==> src/rtl/cpu_pipe_pkg.sv <==
// Shared definitions for the CPU pipeline stage registers: the skid-buffer
// state encoding, the control-bundle widths of each stage boundary and the
// bubble (NOP) control value.
package cpu_pipe_pkg;

    typedef enum logic [1:0] {
        ST_EMPTY = 2'd0,
        ST_ONE   = 2'd1,
        ST_FULL  = 2'd2
    } pipe_state_t;

    localparam int ID_EX_CTRL_W  = 16;
    localparam int EX_MEM_CTRL_W = 5;
    localparam int MEM_WB_CTRL_W = 3;

    // Widest control bundle of a NOP; stages cast it down to their own width.
    localparam logic [ID_EX_CTRL_W-1:0] NOP_CTRL = '0;

    // Number of beats held by a stage in a given state.
    function automatic logic [1:0] occupancy_of(input pipe_state_t s);
        logic [1:0] occ;
        occ = 2'd0;
        case (s)
            ST_EMPTY: occ = 2'd0;
            ST_ONE:   occ = 2'd1;
            ST_FULL:  occ = 2'd2;
            default:  occ = 2'd0;
        endcase
        return occ;
    endfunction

endpackage : cpu_pipe_pkg

==> src/rtl/pipe_stage_skid.sv <==
// Pipeline stage register with a 2-entry skid buffer.
// The main register drives the stage outputs; the skid register catches the
// one beat that can arrive while the downstream stalls. That lets in_ready be
// a flop, which cuts the stall path at every stage boundary. A synchronous
// flush turns the stage into a bubble with NOP control bits.
module pipe_stage_skid
    import cpu_pipe_pkg::*;
#(
    parameter int CTRL_W   = 16,
    parameter int DATA_W   = 32,
    parameter bit CLR_DATA = 1'b0
) (
    input  logic              sysclk,
    input  logic              reset,
    input  logic              flush,
    input  logic              in_valid,
    output logic              in_ready,
    input  logic [CTRL_W-1:0] in_ctrl,
    input  logic [DATA_W-1:0] in_data,
    output logic              out_valid,
    input  logic              out_ready,
    output logic [CTRL_W-1:0] out_ctrl,
    output logic [DATA_W-1:0] out_data,
    output logic [1:0]        occupancy
);

    localparam logic [CTRL_W-1:0] STAGE_NOP = CTRL_W'(NOP_CTRL);

    pipe_state_t       state_q;
    pipe_state_t       state_nxt;
    logic              in_ready_q;
    logic [CTRL_W-1:0] main_ctrl_q;
    logic [CTRL_W-1:0] skid_ctrl_q;
    logic [DATA_W-1:0] main_data_q;
    logic [DATA_W-1:0] skid_data_q;

    logic in_fire;
    logic out_fire;
    logic load_main_in;
    logic load_main_skid;
    logic load_skid;

    assign in_fire  = in_valid & in_ready_q;
    assign out_fire = out_valid & out_ready;

    // Next-state and register-load decode; flush overrides every other event
    // and drops whatever beat is arriving in the same cycle.
    always_comb begin
        state_nxt      = state_q;
        load_main_in   = 1'b0;
        load_main_skid = 1'b0;
        load_skid      = 1'b0;
        if (flush) begin
            state_nxt = ST_EMPTY;
        end else begin
            case (state_q)
                ST_EMPTY: begin
                    if (in_fire) begin
                        state_nxt    = ST_ONE;
                        load_main_in = 1'b1;
                    end
                end
                ST_ONE: begin
                    if (in_fire && out_fire) begin
                        state_nxt    = ST_ONE;
                        load_main_in = 1'b1;
                    end else if (in_fire) begin
                        state_nxt = ST_FULL;
                        load_skid = 1'b1;
                    end else if (out_fire) begin
                        state_nxt = ST_EMPTY;
                    end
                end
                ST_FULL: begin
                    if (out_fire) begin
                        state_nxt      = ST_ONE;
                        load_main_skid = 1'b1;
                    end
                end
                default: begin
                    state_nxt = ST_EMPTY;
                end
            endcase
        end
    end

    // State, registered in_ready and the control registers, which always
    // clear to NOP on reset and flush so a bubble never carries stale controls.
    always_ff @(posedge sysclk or negedge reset) begin
        if (!reset) begin
            state_q     <= ST_EMPTY;
            in_ready_q  <= 1'b1;
            main_ctrl_q <= STAGE_NOP;
            skid_ctrl_q <= STAGE_NOP;
        end else begin
            state_q    <= state_nxt;
            in_ready_q <= (state_nxt != ST_FULL);
            if (flush) begin
                main_ctrl_q <= STAGE_NOP;
                skid_ctrl_q <= STAGE_NOP;
            end else begin
                if (load_main_in) begin
                    main_ctrl_q <= in_ctrl;
                end else if (load_main_skid) begin
                    main_ctrl_q <= skid_ctrl_q;
                end
                if (load_skid) begin
                    skid_ctrl_q <= in_ctrl;
                end
            end
        end
    end

    generate
        if (CLR_DATA) begin : g_clr_data
            // Data registers that also clear on reset and flush.
            always_ff @(posedge sysclk or negedge reset) begin
                if (!reset) begin
                    main_data_q <= '0;
                    skid_data_q <= '0;
                end else if (flush) begin
                    main_data_q <= '0;
                    skid_data_q <= '0;
                end else begin
                    if (load_main_in) begin
                        main_data_q <= in_data;
                    end else if (load_main_skid) begin
                        main_data_q <= skid_data_q;
                    end
                    if (load_skid) begin
                        skid_data_q <= in_data;
                    end
                end
            end
        end else begin : g_keep_data
            // Data registers without reset: contents are only meaningful
            // while out_valid is high, so they are left free of reset wiring.
            always_ff @(posedge sysclk) begin
                if (load_main_in) begin
                    main_data_q <= in_data;
                end else if (load_main_skid) begin
                    main_data_q <= skid_data_q;
                end
                if (load_skid) begin
                    skid_data_q <= in_data;
                end
            end
        end
    endgenerate

    assign in_ready  = in_ready_q;
    assign out_valid = (state_q != ST_EMPTY);
    assign out_ctrl  = out_valid ? main_ctrl_q : STAGE_NOP;
    assign out_data  = main_data_q;
    assign occupancy = occupancy_of(state_q);

endmodule : pipe_stage_skid

==> config.mk <==
export PLATFORM = sky130hd
export DESIGN_NAME = pipe_stage_skid
export DESIGN_NICKNAME = d
export VERILOG_FILES = /design/src/rtl/cpu_pipe_pkg.sv /design/src/rtl/pipe_stage_skid.sv
export SDC_FILE = /design/constraint.sdc
export NUM_CORES = 1
export LEC_CHECK = 0
export BUFFER_PORTS_ARGS = -buffer_cell sky130_fd_sc_hd__buf_2
export CORE_ASPECT_RATIO = 1.25
export CORE_UTILIZATION = 30
export CTS_BUF_LIST = sky130_fd_sc_hd__clkbuf_4 sky130_fd_sc_hd__clkbuf_8
export CTS_CLUSTER_SIZE = 12
export DETAILED_ROUTE_END_ITERATION = 8
export PLACE_DENSITY_LB_ADDON = 0.3
export SETUP_SLACK_MARGIN = 0.5
export SKIP_CTS_REPAIR_TIMING = 1
export SYNTH_ARGS = -nofsm -noshare
export SYNTH_HDL_FRONTEND = slang
export SYNTH_SLANG_ARGS = --single-unit
export TNS_END_PERCENT = 50
==> constraint.sdc <==
create_clock -name sysclk -period 8.5 [get_ports sysclk]
set_clock_uncertainty 0.2 [all_clocks]
set_input_delay 1.7 -clock sysclk [delete_from_list [all_inputs] [get_ports sysclk]]
set_output_delay 1.7 -clock sysclk [all_outputs]
set_load 0.02 [all_outputs]
==> out/metrics.cfg <==
[floorplanning]
die_h_um=130
die-width_um=104
initial_utilization_pct=30.8
rows=46
io_pins=105
die-area_um2=13500
core_um2=12700

[logic_synthesis]
ys_ff_latch=99
yosys_warnings=0
syn-num-nets=302
ys_seq_area_share_pct=71.5
synthCells=249
yosysTopAreaCell=edfxtp_1
synth_area_leaders=edfxtp_1 49%, dfrtp_1 22%, mux2_1 9.2%, a22o_1 3.6%, a2bb2oi_1 3.6%
ys_types=29
syn-mean-instance-area_um2=15.7
synth_top_area_share_pct=49.1
syn_area_um2=3920

[sta]
setup_ws_ns=4.81
finalCritPeriodShare_pct=43.4
hold_violations=0
rsz0062_at_grt=false
worst_pin_slew_ns=1.13
setup-tns-final_ns=0
slew_viol_final=0
fmax_mhz=271
finalSetupViolations=0
relSlewSlack_pct=24.6
period_needed_ns=3.69

[flow_run]
cap_violations=0

[drt]
final_antenna_net_count=0
drt-pass1-iter-count=4
drt_iter0_drc=96
wire_per_inst_um=15.8
vias=2454
via_per_inst=4.68
routed_wl_um=8300
route.detailed.drc=0

[setup_path]
crit_type=primary input to flip-flop
rr_startpoint=state_q[1]
worstPathRequired_ns=8.28
cp-start-kind=primary input
reg2regPathDepth=2
cp-end-kind=flip-flop
cp-startpoint=out_ready
critical_path.max_fanout=32
arrival_ns=3.46

[place]
io_buffers=104
dpl_worst_slack_ns=4.40
place_congestion=0.727
place_area_um2=4610
place.detailed.hpwl_um=5400

[global_routing]
grt_pass1_vias=2479
grt_usage_pct=13.0
grt_pass1_wl_um=13300
gr-total-overflow=0
antenna_found_initial=0
grt_max_degree=49

[finish]
insertedDiodeCount=0
fillers=1228
seq_area_um2=2800
multi_input_area_um2=1060
area.growth.synth_to_final_pct=22.7
layout-drive-gt1-share_pct=36.2
layout.nets=405
design_area_um2=4800

[power_and_ir_drop]
sw_frac_of_total_pct=24.2
power_frac_clock_pct=31.2
pwr-share-seq_pct=57.3
vdd_ir_drop_max_v=0.0000687
power_leakage_nw=1.98
pwr-share-comb_pct=11.5
p_sw_w=0.000230
p_int_w=0.000723
pwr_density_cell_nw_per_um2=199

[cts]
cts.sinks=99
clkTransAtPathRegs_ns=0.08
clock_latency_ns=0.35
htreeDepth=3
cts.path.max_buffers=2
cts_tree=yes
cts_buffers=9
cts_root_buffer=clkbuf_8

[hold_path]
hp-start=skid_ctrl_q[10]
hold_depth=1
hold_class=flip-flop to flip-flop

[status]
status=finished, final reports clean

## kinds of logic (layout without fill, tap and decap cells)
group	after synthesis	in the layout	share of synthesized area [%]
AOI/OAI and AO/OA	55	55	10.6
buffers and inverters	15	122	2.01
DFF	99	99	71.5
and+or+nand+nor	48	48	6.71
muxes	32	32	9.20
## state kept, by name, indices dropped and copies added (netlist names)
signal,cells
skid_ctrl_q,16
in_ready,1
skid_data_q,32
main_ctrl_q,16
state_q,2
out_data,32
## placed cells by master (no fill, tap or decap), types with 3 or more instances in the layout
| master | count |
|---|---|
| a2bb2oi_1 | 16 |
| o21ai_0 | 16 |
| nor2_1 | 3 |
| nand2_1 | 18 |
| clkbuf_8 | 9 |
| and2_1 | 16 |
| buf_2 | 104 |
| a22o_1 | 16 |
| dfrtp_1 | 34 |
| mux2_1 | 32 |
| nor2b_1 | 3 |
| edfxtp_1 | 64 |
## worst paths after layout
path / end / slack [ns]
min: skid_ctrl_q[10] / 0.30
max reg2reg: out_data[31] / 5.81
max: out_data[31] / 4.81
min in group asynchronous: main_ctrl_q[9] / 1.22
max in group asynchronous: main_ctrl_q[10] / 6.39
min reg2reg: skid_ctrl_q[10] / 0.30
## routing by layer
layer  GRT usage [%]  wire length [µm]  vias up
met5               0                 0        -
met2            21.6              3990       83
li1                -                 -     1143
met4            6.55               108        0
met1            16.5              3800     1219
met3            2.25               400        9
## final cells by class
class,instances,area share [%]
flip-flops and latches,99,58.3
clock buffers,11,2.89
well taps,168,4.38
multi-input cells,135,22.2
clock inverters,4,1.07
repair buffers,106,11.1
inverters,1,0.0781
## Yosys cell counts
cell,n
a211o_2,1
a21oi_1,2
a21oi_2,1
a22o_1,16
a2bb2oi_1,16
and2_1,16
and3b_1,1
buf_2,6
buf_4,4
clkbuf_1,4
dfrtp_1,34
dfstp_2,1
edfxtp_1,64
inv_1,1
mux2_1,32
nand2_1,18
nand2b_1,1
nand3_1,1
nand3b_1,1
nand4b_1,1
nor2_1,3
nor2b_1,3
nor3_2,1
nor4_2,1
o21ai_0,16
o21ai_2,1
o21ba_2,1
o21bai_1,1
or2_1,1
## power by group through the flow
stage	registers (W)	clock network, W	logic, W
after detailed placement	0.000557	0	0.000111
after floorplan	0.000565	0	0.0000587
after global routing	0.000550	0.000325	0.000121
after CTS	0.000547	0.000311	0.000112
after global placement	0.000557	0	0.000109
final	0.000546	0.000298	0.000109
## through the flow
step / hold WS (ns) / utilization (%) / total power [W] / instances
after detailed placement: 0.278 / 36.3 / 0.000668 / 509
after CTS: 0.306 / 37.8 / 0.000970 / 524
after floorplan: 0.261 / - / 0.000624 / 249
after global routing: 0.316 / 37.8 / 0.000995 / 524
final: 0.304 / 37.8 / 0.000954 / 524
after global placement: 0.278 / 36.3 / 0.000666 / 509
## worst max-delay path: stages
cell and delay (ns):
buf_2 0.18, nand3b_1 0.56, o21bai_4 1.00
Power figures use the tool's default switching activity.
